### config.mk
export PLATFORM = sky130hd
export DESIGN_NAME = div
export DESIGN_NICKNAME = d
export VERILOG_FILES = /design/src/rtl/div_pkg.sv /design/src/rtl/div.sv
export SDC_FILE = /design/constraint.sdc
export NUM_CORES = 1
export LEC_CHECK = 0
export CORE_MARGIN = 10
export CORE_UTILIZATION = 45
export CTS_CLUSTER_SIZE = 16
export DETAILED_ROUTE_END_ITERATION = 6
export PLACE_DENSITY = 0.67
export SLEW_MARGIN = 15
export SYNTH_ARGS = -nofsm -noshare
export SYNTH_HDL_FRONTEND = slang
export SYNTH_SLANG_ARGS = --single-unit
### constraint.sdc
create_clock -name clk -period 5.21 [get_ports clk]
set_input_delay 1.563 -clock clk [delete_from_list [all_inputs] [get_ports clk]]
set_output_delay 1.563 -clock clk [all_outputs]
set_load 0.005 [all_outputs]
### src/rtl/div_pkg.sv
// Shared definitions for the multi-cycle divider: state codes, widths and
// ready/start encodings used by the execute stage.
package div_pkg;

   localparam int DATA_W   = 32;
   localparam int DOUBLE_W = 2 * DATA_W;
   localparam int CNT_W    = 6;

   localparam logic DIV_RESULT_READY     = 1'b1;
   localparam logic DIV_RESULT_NOT_READY = 1'b0;
   localparam logic DIV_START            = 1'b1;
   localparam logic DIV_STOP             = 1'b0;

   typedef enum logic [1:0] {
      DIV_FREE    = 2'b00,
      DIV_BY_ZERO = 2'b01,
      DIV_ON      = 2'b10,
      DIV_END     = 2'b11
   } div_state_t;

   // Two's-complement magnitude of a value when signed mode is selected.
   function automatic logic [DATA_W-1:0] div_abs(input logic sgn, input logic [DATA_W-1:0] v);
      return (sgn && v[DATA_W-1]) ? (~v + 1'b1) : v;
   endfunction

endpackage

### src/rtl/div.sv
// Radix-2 restoring divider, one quotient bit per clock.
// Returns {remainder, quotient}; ready_o stays high while start_i is held.
// Optional: define DIV_EARLY_EXIT_EN to finish in one cycle when
// |dividend| < |divisor| (quotient 0, remainder = original dividend).
//
// state       | meaning
// DIV_FREE    | idle, waiting for start_i
// DIV_BY_ZERO | one-cycle shortcut (zero divisor or early exit)
// DIV_ON      | iterating, r_cnt counts 0..32
// DIV_END     | result valid, held until start_i drops
module div
   import div_pkg::*;
(
   input  logic                clk,
   input  logic                rst,
   input  logic                signed_div_i,
   input  logic [DATA_W-1:0]   opdata1_i,
   input  logic [DATA_W-1:0]   opdata2_i,
   input  logic                start_i,
   input  logic                annul_i,
   output logic [DOUBLE_W-1:0] result_o,
   output logic                ready_o
);

   div_state_t          r_state;
   logic [CNT_W-1:0]    r_cnt;
   logic [DOUBLE_W:0]   r_dividend;
   logic [DATA_W-1:0]   r_divisor;
   logic                r_neg_q;
   logic                r_neg_r;
   logic                r_early;
   logic [DOUBLE_W-1:0] r_result;
   logic                r_ready;

   logic [DATA_W-1:0]   w_abs1;
   logic [DATA_W-1:0]   w_abs2;
   logic [DATA_W:0]     w_diff;
   logic [DATA_W-1:0]   w_quot;
   logic [DATA_W-1:0]   w_rem;

   // Operand magnitudes, trial subtraction and sign-corrected final values.
   always_comb begin
      w_abs1 = div_abs(signed_div_i, opdata1_i);
      w_abs2 = div_abs(signed_div_i, opdata2_i);
      w_diff = {1'b0, r_dividend[DOUBLE_W-1:DATA_W]} - {1'b0, r_divisor};
      w_quot = r_neg_q ? (~r_dividend[DATA_W-1:0] + 1'b1) : r_dividend[DATA_W-1:0];
      w_rem  = r_neg_r ? (~r_dividend[DOUBLE_W:DATA_W+1] + 1'b1) : r_dividend[DOUBLE_W:DATA_W+1];
   end

   // Sequencing FSM with registered result and ready flag.
   always_ff @(posedge clk) begin
      if (rst) begin
         r_state    <= DIV_FREE;
         r_cnt      <= '0;
         r_dividend <= '0;
         r_divisor  <= '0;
         r_neg_q    <= 1'b0;
         r_neg_r    <= 1'b0;
         r_early    <= 1'b0;
         r_result   <= '0;
         r_ready    <= DIV_RESULT_NOT_READY;
      end else begin
         case (r_state)
            DIV_FREE: begin
               r_ready  <= DIV_RESULT_NOT_READY;
               r_result <= '0;
               if (start_i == DIV_START && !annul_i) begin
                  if (opdata2_i == '0) begin
                     r_early <= 1'b0;
                     r_state <= DIV_BY_ZERO;
`ifdef DIV_EARLY_EXIT_EN
                  end else if (w_abs1 < w_abs2) begin
                     // Remainder is the raw dividend, parked in the low word.
                     r_early    <= 1'b1;
                     r_dividend <= {{(DATA_W+1){1'b0}}, opdata1_i};
                     r_state    <= DIV_BY_ZERO;
`endif
                  end else begin
                     r_early    <= 1'b0;
                     r_dividend <= {{DATA_W{1'b0}}, w_abs1, 1'b0};
                     r_divisor  <= w_abs2;
                     r_neg_q    <= signed_div_i & (opdata1_i[DATA_W-1] ^ opdata2_i[DATA_W-1]);
                     r_neg_r    <= signed_div_i & opdata1_i[DATA_W-1];
                     r_cnt      <= '0;
                     r_state    <= DIV_ON;
                  end
               end
            end
            DIV_BY_ZERO: begin
               r_result <= r_early ? {r_dividend[DATA_W-1:0], {DATA_W{1'b0}}} : '0;
               r_ready  <= DIV_RESULT_READY;
               r_state  <= DIV_END;
            end
            DIV_ON: begin
               if (annul_i) begin
                  r_state <= DIV_FREE;
               end else if (r_cnt != CNT_W'(DATA_W)) begin
                  if (w_diff[DATA_W])
                     r_dividend <= {r_dividend[DOUBLE_W-1:0], 1'b0};
                  else
                     r_dividend <= {w_diff[DATA_W-1:0], r_dividend[DATA_W-1:0], 1'b1};
                  r_cnt <= r_cnt + 1'b1;
               end else begin
                  r_result <= {w_rem, w_quot};
                  r_ready  <= DIV_RESULT_READY;
                  r_state  <= DIV_END;
               end
            end
            DIV_END: begin
               if (start_i == DIV_STOP) begin
                  r_ready  <= DIV_RESULT_NOT_READY;
                  r_result <= '0;
                  r_state  <= DIV_FREE;
               end
            end
            default: r_state <= DIV_FREE;
         endcase
      end
   end

   assign result_o = r_result;
   assign ready_o  = r_ready;

endmodule

-- Word level (Yosys, flattened, before mapping)
Cells that the tools add are included.
- bits in registers: 172
- bits of input ports: 69
- output and inout bits: 65
- word-level logic and storage cells: 74
- add/sub/neg operators: 6
- eq/ne operators: 11
- multiplexer cells: 29
- bitwise operators: 8
- reductions and logical operators: 12
- operators by type and width (operator ; count):
    2-to-1 mux 65 bit ; 5
    2-to-1 mux 64 bit ; 3
    one-hot mux 64 bit (3 select lines) ; 1
    one-hot mux 65 bit (2 select lines) ; 1
    adder 32 x 1 -> 32 bit (second input constant) ; 4
    2-to-1 mux 32 bit ; 4
    inverter 32 bit ; 4
    subtractor 32 x 32 -> 33 bit ; 1
    logical NOT 32 bit ; 1
    2-to-1 mux 6 bit ; 4
    inequality test 2 bit (second input constant) ; 6
    one-hot mux 6 bit (2 select lines) ; 1
    2-to-1 mux 2 bit ; 5
    AND reduction 3 bit ; 3
    one-hot mux 2 bit (4 select lines) ; 1
    adder 6 x 1 -> 6 bit (second input constant) ; 1
    inequality test 6 bit (second input constant) ; 1
    AND reduction 5 bit ; 1
    == test 2 bit (second input constant) ; 2
    one-hot mux 1 bit (4 select lines) ; 1
    logical AND 1 bit ; 3
    2-to-1 mux 1 bit ; 3
    inequality test 3 bit (second input constant) ; 1
    bitwise AND 1 bit ; 2
    other kinds (7) ; 7

-- Longest topological paths before layout
- depth in word-level cells: 6
- gate-level depth with buffers: 14
- mapped depth without buffers: 12

-- Least setup slack after synthesis
OpenSTA, ideal clock, no wires.
- kind: in2reg
- from: input port opdata1_i[5]
- to: register r_dividend[29]
- setup time: 0.070 ns
- arrival time: 3.610 ns
- required time: 5.140 ns
- setup slack: 1.529 ns
- cell stages on the path: 9
- buffers on the path: 0
- cells stage by stage: nor4_2 nand4b_1 or4b_1 nor3_1 a31oi_1 xnor2_1 o21ai_0 nand2_1 a21oi_1
- word-level cells in the longest chain between the ends: 6
- ends and longest elaborated chain (element ; RTL line ; text):
    start: declaration ; div.sv:17 ; input logic [DATA_W-1:0] opdata1_i,
    inverter 32 bit ; div_pkg.sv:23 ; return (sgn && v[DATA_W-1]) ? (~v + 1'b1) : v;
    adder 32 x 1 -> 32 bit ; div_pkg.sv:23 ;
    2-to-1 mux 32 bit ; div_pkg.sv:23 ;
    2-to-1 mux 65 bit ; div.sv:68 ; if (opdata2_i == '0) begin
    2-to-1 mux 65 bit ; div.sv:67 ; if (start_i == DIV_START && !annul_i) begin
    one-hot mux 65 bit (2 select lines) ; div.sv:63 ; case (r_state)
    end signal: assignment ; div.sv:80 ; r_dividend <= {{DATA_W{1'b0}}, w_abs1, 1'b0};
    end signal: assignment ; div.sv:99 ; r_dividend <= {r_dividend[DOUBLE_W-1:0], 1'b0};
    end signal: assignment ; div.sv:101 ; r_dividend <= {w_diff[DATA_W-1:0], r_dividend[DATA_W-1:0], 1'b1};
    end: declaration ; div.sv:27 ; logic [DOUBLE_W:0] r_dividend;
No other way between the ends. The select of a mux whose other input is x is not followed.
A chain may end at the register's enable or synchronous reset.

-- Final worst setup path
- from: input port opdata2_i[8]
- to: register r_dividend[35]
- word-level cells in the longest chain between the ends: 3
- ends and longest elaborated chain (element ; RTL line ; text):
    start: declaration ; div.sv:18 ; input logic [DATA_W-1:0] opdata2_i,
    logical NOT 32 bit ; div.sv:68 ;
    inequality test 2 bit (no line) ; -- ;
    AND reduction 5 bit (no line) ; -- ;
No other way between the ends.

==> results.tsv <==
metric	value	unit
cts_tree	yes	
fin_nets	1581	
synthArstFlopShare	0	%
end_kind	flip-flop	
clk_latency	440	ps
dpl-instance-area	12400	sq um
timing.slew.headroom	30.0	%
irDropWorstVdd	0.204	mV
achievable-frequency	242	MHz
routed_wire_length_per_instance	16.2	um
post-route-cell-area	13000	sq um
max_cap_viol_count	0	
met2RoutedLength	11.5	mm
finalHoldViolCount	0	
synth_ff_type	sky130_fd_sc_hd__dfxtp_1	
grt_first_pass_wirelength	47.4	mm
final.setup_skew	10.7	ps
result_of_the_run	complete, no violations	
layout-drive-gt1-share	5.34	%
final_setup_tns	0	ps
synth_seq_area_share	31.8	%
postCtsResizedCells	0	
antenna_left	0	
synthesis.instances	1379	
setup-violations-final	0	
cts_buffer_count	17	
areaGrowthSynthToFinish	19.7	%
io_buffer_count	133	
detailroute.via_count	9829	
drtIter0Drc	986	
ys.warnings.count	0	
min_path_type	reg -> reg	
synth_fp_nets	1493	
layout_commonest_cell	sky130_fd_sc_hd__nand2_1	
core_area	23600	sq um
drt_pre_antenna_iters	7	
synth-edff-count	0	
power-per-cell-area	343	nW/um^2
clock_path_buffers	2	
grt_overflow_total	0	
floorplan.initialDensity	45.9	%
grt_pass1_vias	8800	
leakage	4.95	nW
layout.cells.most_common_list	180 x sky130_fd_sc_hd__nand2_1, 172 x sky130_fd_sc_hd__dfxtp_1, 132 x sky130_fd_sc_hd__clkdlybuf4s50_1	
tightest_slew	1050	ps
cts.clk_slew.worst_paths	70	ps
post_cts.repair.setup_buffers	0	
num_io_pins	134	
postSynthRegisterBits	172	
netlist_area	10800	sq um
cp-start-kind	input pin	
largest_net_degree_at_the_start_of_global_routing	72	
grtUsageTotal	18.4	%
yosys.area.top_type_share	31.8	%
antenna_found_initial	0	
unrepaired_setup_endpoints_after_global_routing	false	
gp_routability_congestion	0.892	
top_layer_used	met4	
post-route-drc-count	0	
dp_hpwl	22.2	mm
finalCriticalPeriod	4140	ps
timing.final.max_slew_violations	0	
totalPowerFinal	4.45	mW
fp.dieH	175	um
holdBufCountCts	0	
drt_wl_total	29.1	mm
crit_type	in -> reg	
worst_hold_slack	457	ps
row_count	56	
met3RoutedLength	1.95	mm
cts-htree-levels	4	
largest_cells_by_area_after_synthesis	sky130_fd_sc_hd__dfxtp_1 32%, sky130_fd_sc_hd__xnor2_1 8.2%, sky130_fd_sc_hd__nand2_1 6.2%	
synth.avg_cell_area	7.86	sq um
synth_top_cell_by_area	sky130_fd_sc_hd__dfxtp_1	
die_area	30700	sq um
final_min_period_over_clock_period	79.4	%
path_max_fanout	32	
timing.critical_path.required	5540	ps
master_cell_of_the_clock_root_buffer	sky130_fd_sc_hd__clkbuf_16	
avgViaCountPerCell	5.46	
worst_ep_arrival_time	4460	ps
synth_cell_types	72	
m1WireLength	15.4	mm
cts_num_sinks	172	
die_w	175	um
cells by family after synthesis:
family / after synthesis / share of synthesized area [%]
AOI/OAI and AO/OA: 392 / 24.0
and+or+nand+nor: 475 / 20.8
DFF: 172 / 31.8
buffers and inverters: 139 / 5.47
xor gates and xnor gates: 150 / 12.1
muxes: 6 / 0.554
adders and majority gates: 45 / 5.26
flip-flops by register name, indices dropped and copies added (netlist names):
register	flops
result_o	64
r_state	2
ready_o	1
r_cnt	6
r_neg_r	1
r_divisor	32
r_dividend	65
r_neg_q	1
layout make-up:
class | instances | area (sq um)
Clock buffer | 17 | 425
Fill cell | 2206 | 10600
Timing Repair Buffer | 152 | 1500
Multi-Input combinational cell | 1068 | 6840
Clock inverter | 15 | 158
Inverter | 56 | 210
Tap cell | 319 | 399
Antenna cell | 1 | 2.50
Sequential cell | 172 | 3440
critical path, stage by stage:
cell                              delay, ps
sky130_fd_sc_hd__clkdlybuf4s50_1        460
sky130_fd_sc_hd__nor4_1                 420
sky130_fd_sc_hd__nand3_1                190
sky130_fd_sc_hd__nor3_2                 350
sky130_fd_sc_hd__nand4bb_1              280
sky130_fd_sc_hd__nand2_1                210
sky130_fd_sc_hd__a221oi_4                90
sky130_fd_sc_hd__buf_4                  270
sky130_fd_sc_hd__nor2_2                 100
sky130_fd_sc_hd__buf_4                  330
sky130_fd_sc_hd__nand2_1                 80
sky130_fd_sc_hd__o311ai_0                90
per-stage QoR:
stage / worst slack, ps / instances / utilization, %
after floorplan: 1530 / 1379 / -
after global placement: 679 / 1767 / 52.5
after detailed placement: 607 / 1767 / 52.5
after CTS: 1080 / 1799 / 54.9
after global routing: 768 / 1799 / 54.9
final: 1070 / 1800 / 54.9
routing by layer:
metal | global-route usage [%] | up-vias
li1 | - | 5083
met1 | 28.4 | 4458
met2 | 24.7 | 267
met3 | 4.29 | 21
met4 | 4.52 | 0
met5 | 0 | -
synth_stat cells, types with 12 or more instances:
library cell	count
sky130_fd_sc_hd__a22oi_1	31
sky130_fd_sc_hd__inv_1	56
sky130_fd_sc_hd__a22o_1	35
sky130_fd_sc_hd__a211oi_1	32
sky130_fd_sc_hd__nand3_1	66
sky130_fd_sc_hd__a31oi_1	12
sky130_fd_sc_hd__nand2b_1	12
sky130_fd_sc_hd__a21o_1	19
sky130_fd_sc_hd__buf_2	12
sky130_fd_sc_hd__nor2_1	114
sky130_fd_sc_hd__dfxtp_1	172
sky130_fd_sc_hd__clkbuf_1	62
sky130_fd_sc_hd__o31ai_1	16
sky130_fd_sc_hd__nand2_1	180
sky130_fd_sc_hd__xor2_1	49
sky130_fd_sc_hd__o41ai_1	12
sky130_fd_sc_hd__xnor2_1	101
sky130_fd_sc_hd__o21ai_0	90
sky130_fd_sc_hd__nor3_1	22
sky130_fd_sc_hd__a21oi_1	93
sky130_fd_sc_hd__ha_1	44
where the power goes:
part | switching (mW) | leakage, nW | total, mW | internal [mW]
registers | 0.123 | 1.39 | 1.55 | 1.43
logic | 1.01 | 3.29 | 1.64 | 0.629
clock network | 0.615 | 0.268 | 1.25 | 0.638
total | 1.75 | 4.95 | 4.45 | 2.70
path summary, 6_finish.rpt:
kind | startpoint | end | slack, ps | cells past startpoint
worst max register to register | r_dividend[33] | r_dividend[41] | 1330 | 11
worst max-delay path | opdata2_i[8] | r_dividend[35] | 1070 | 12
worst min-delay path | result_o[39] | result_o[39] | 460 | 2
worst min register to register | result_o[39] | result_o[39] | 460 | 2
(Power assumes the default switching activity.)
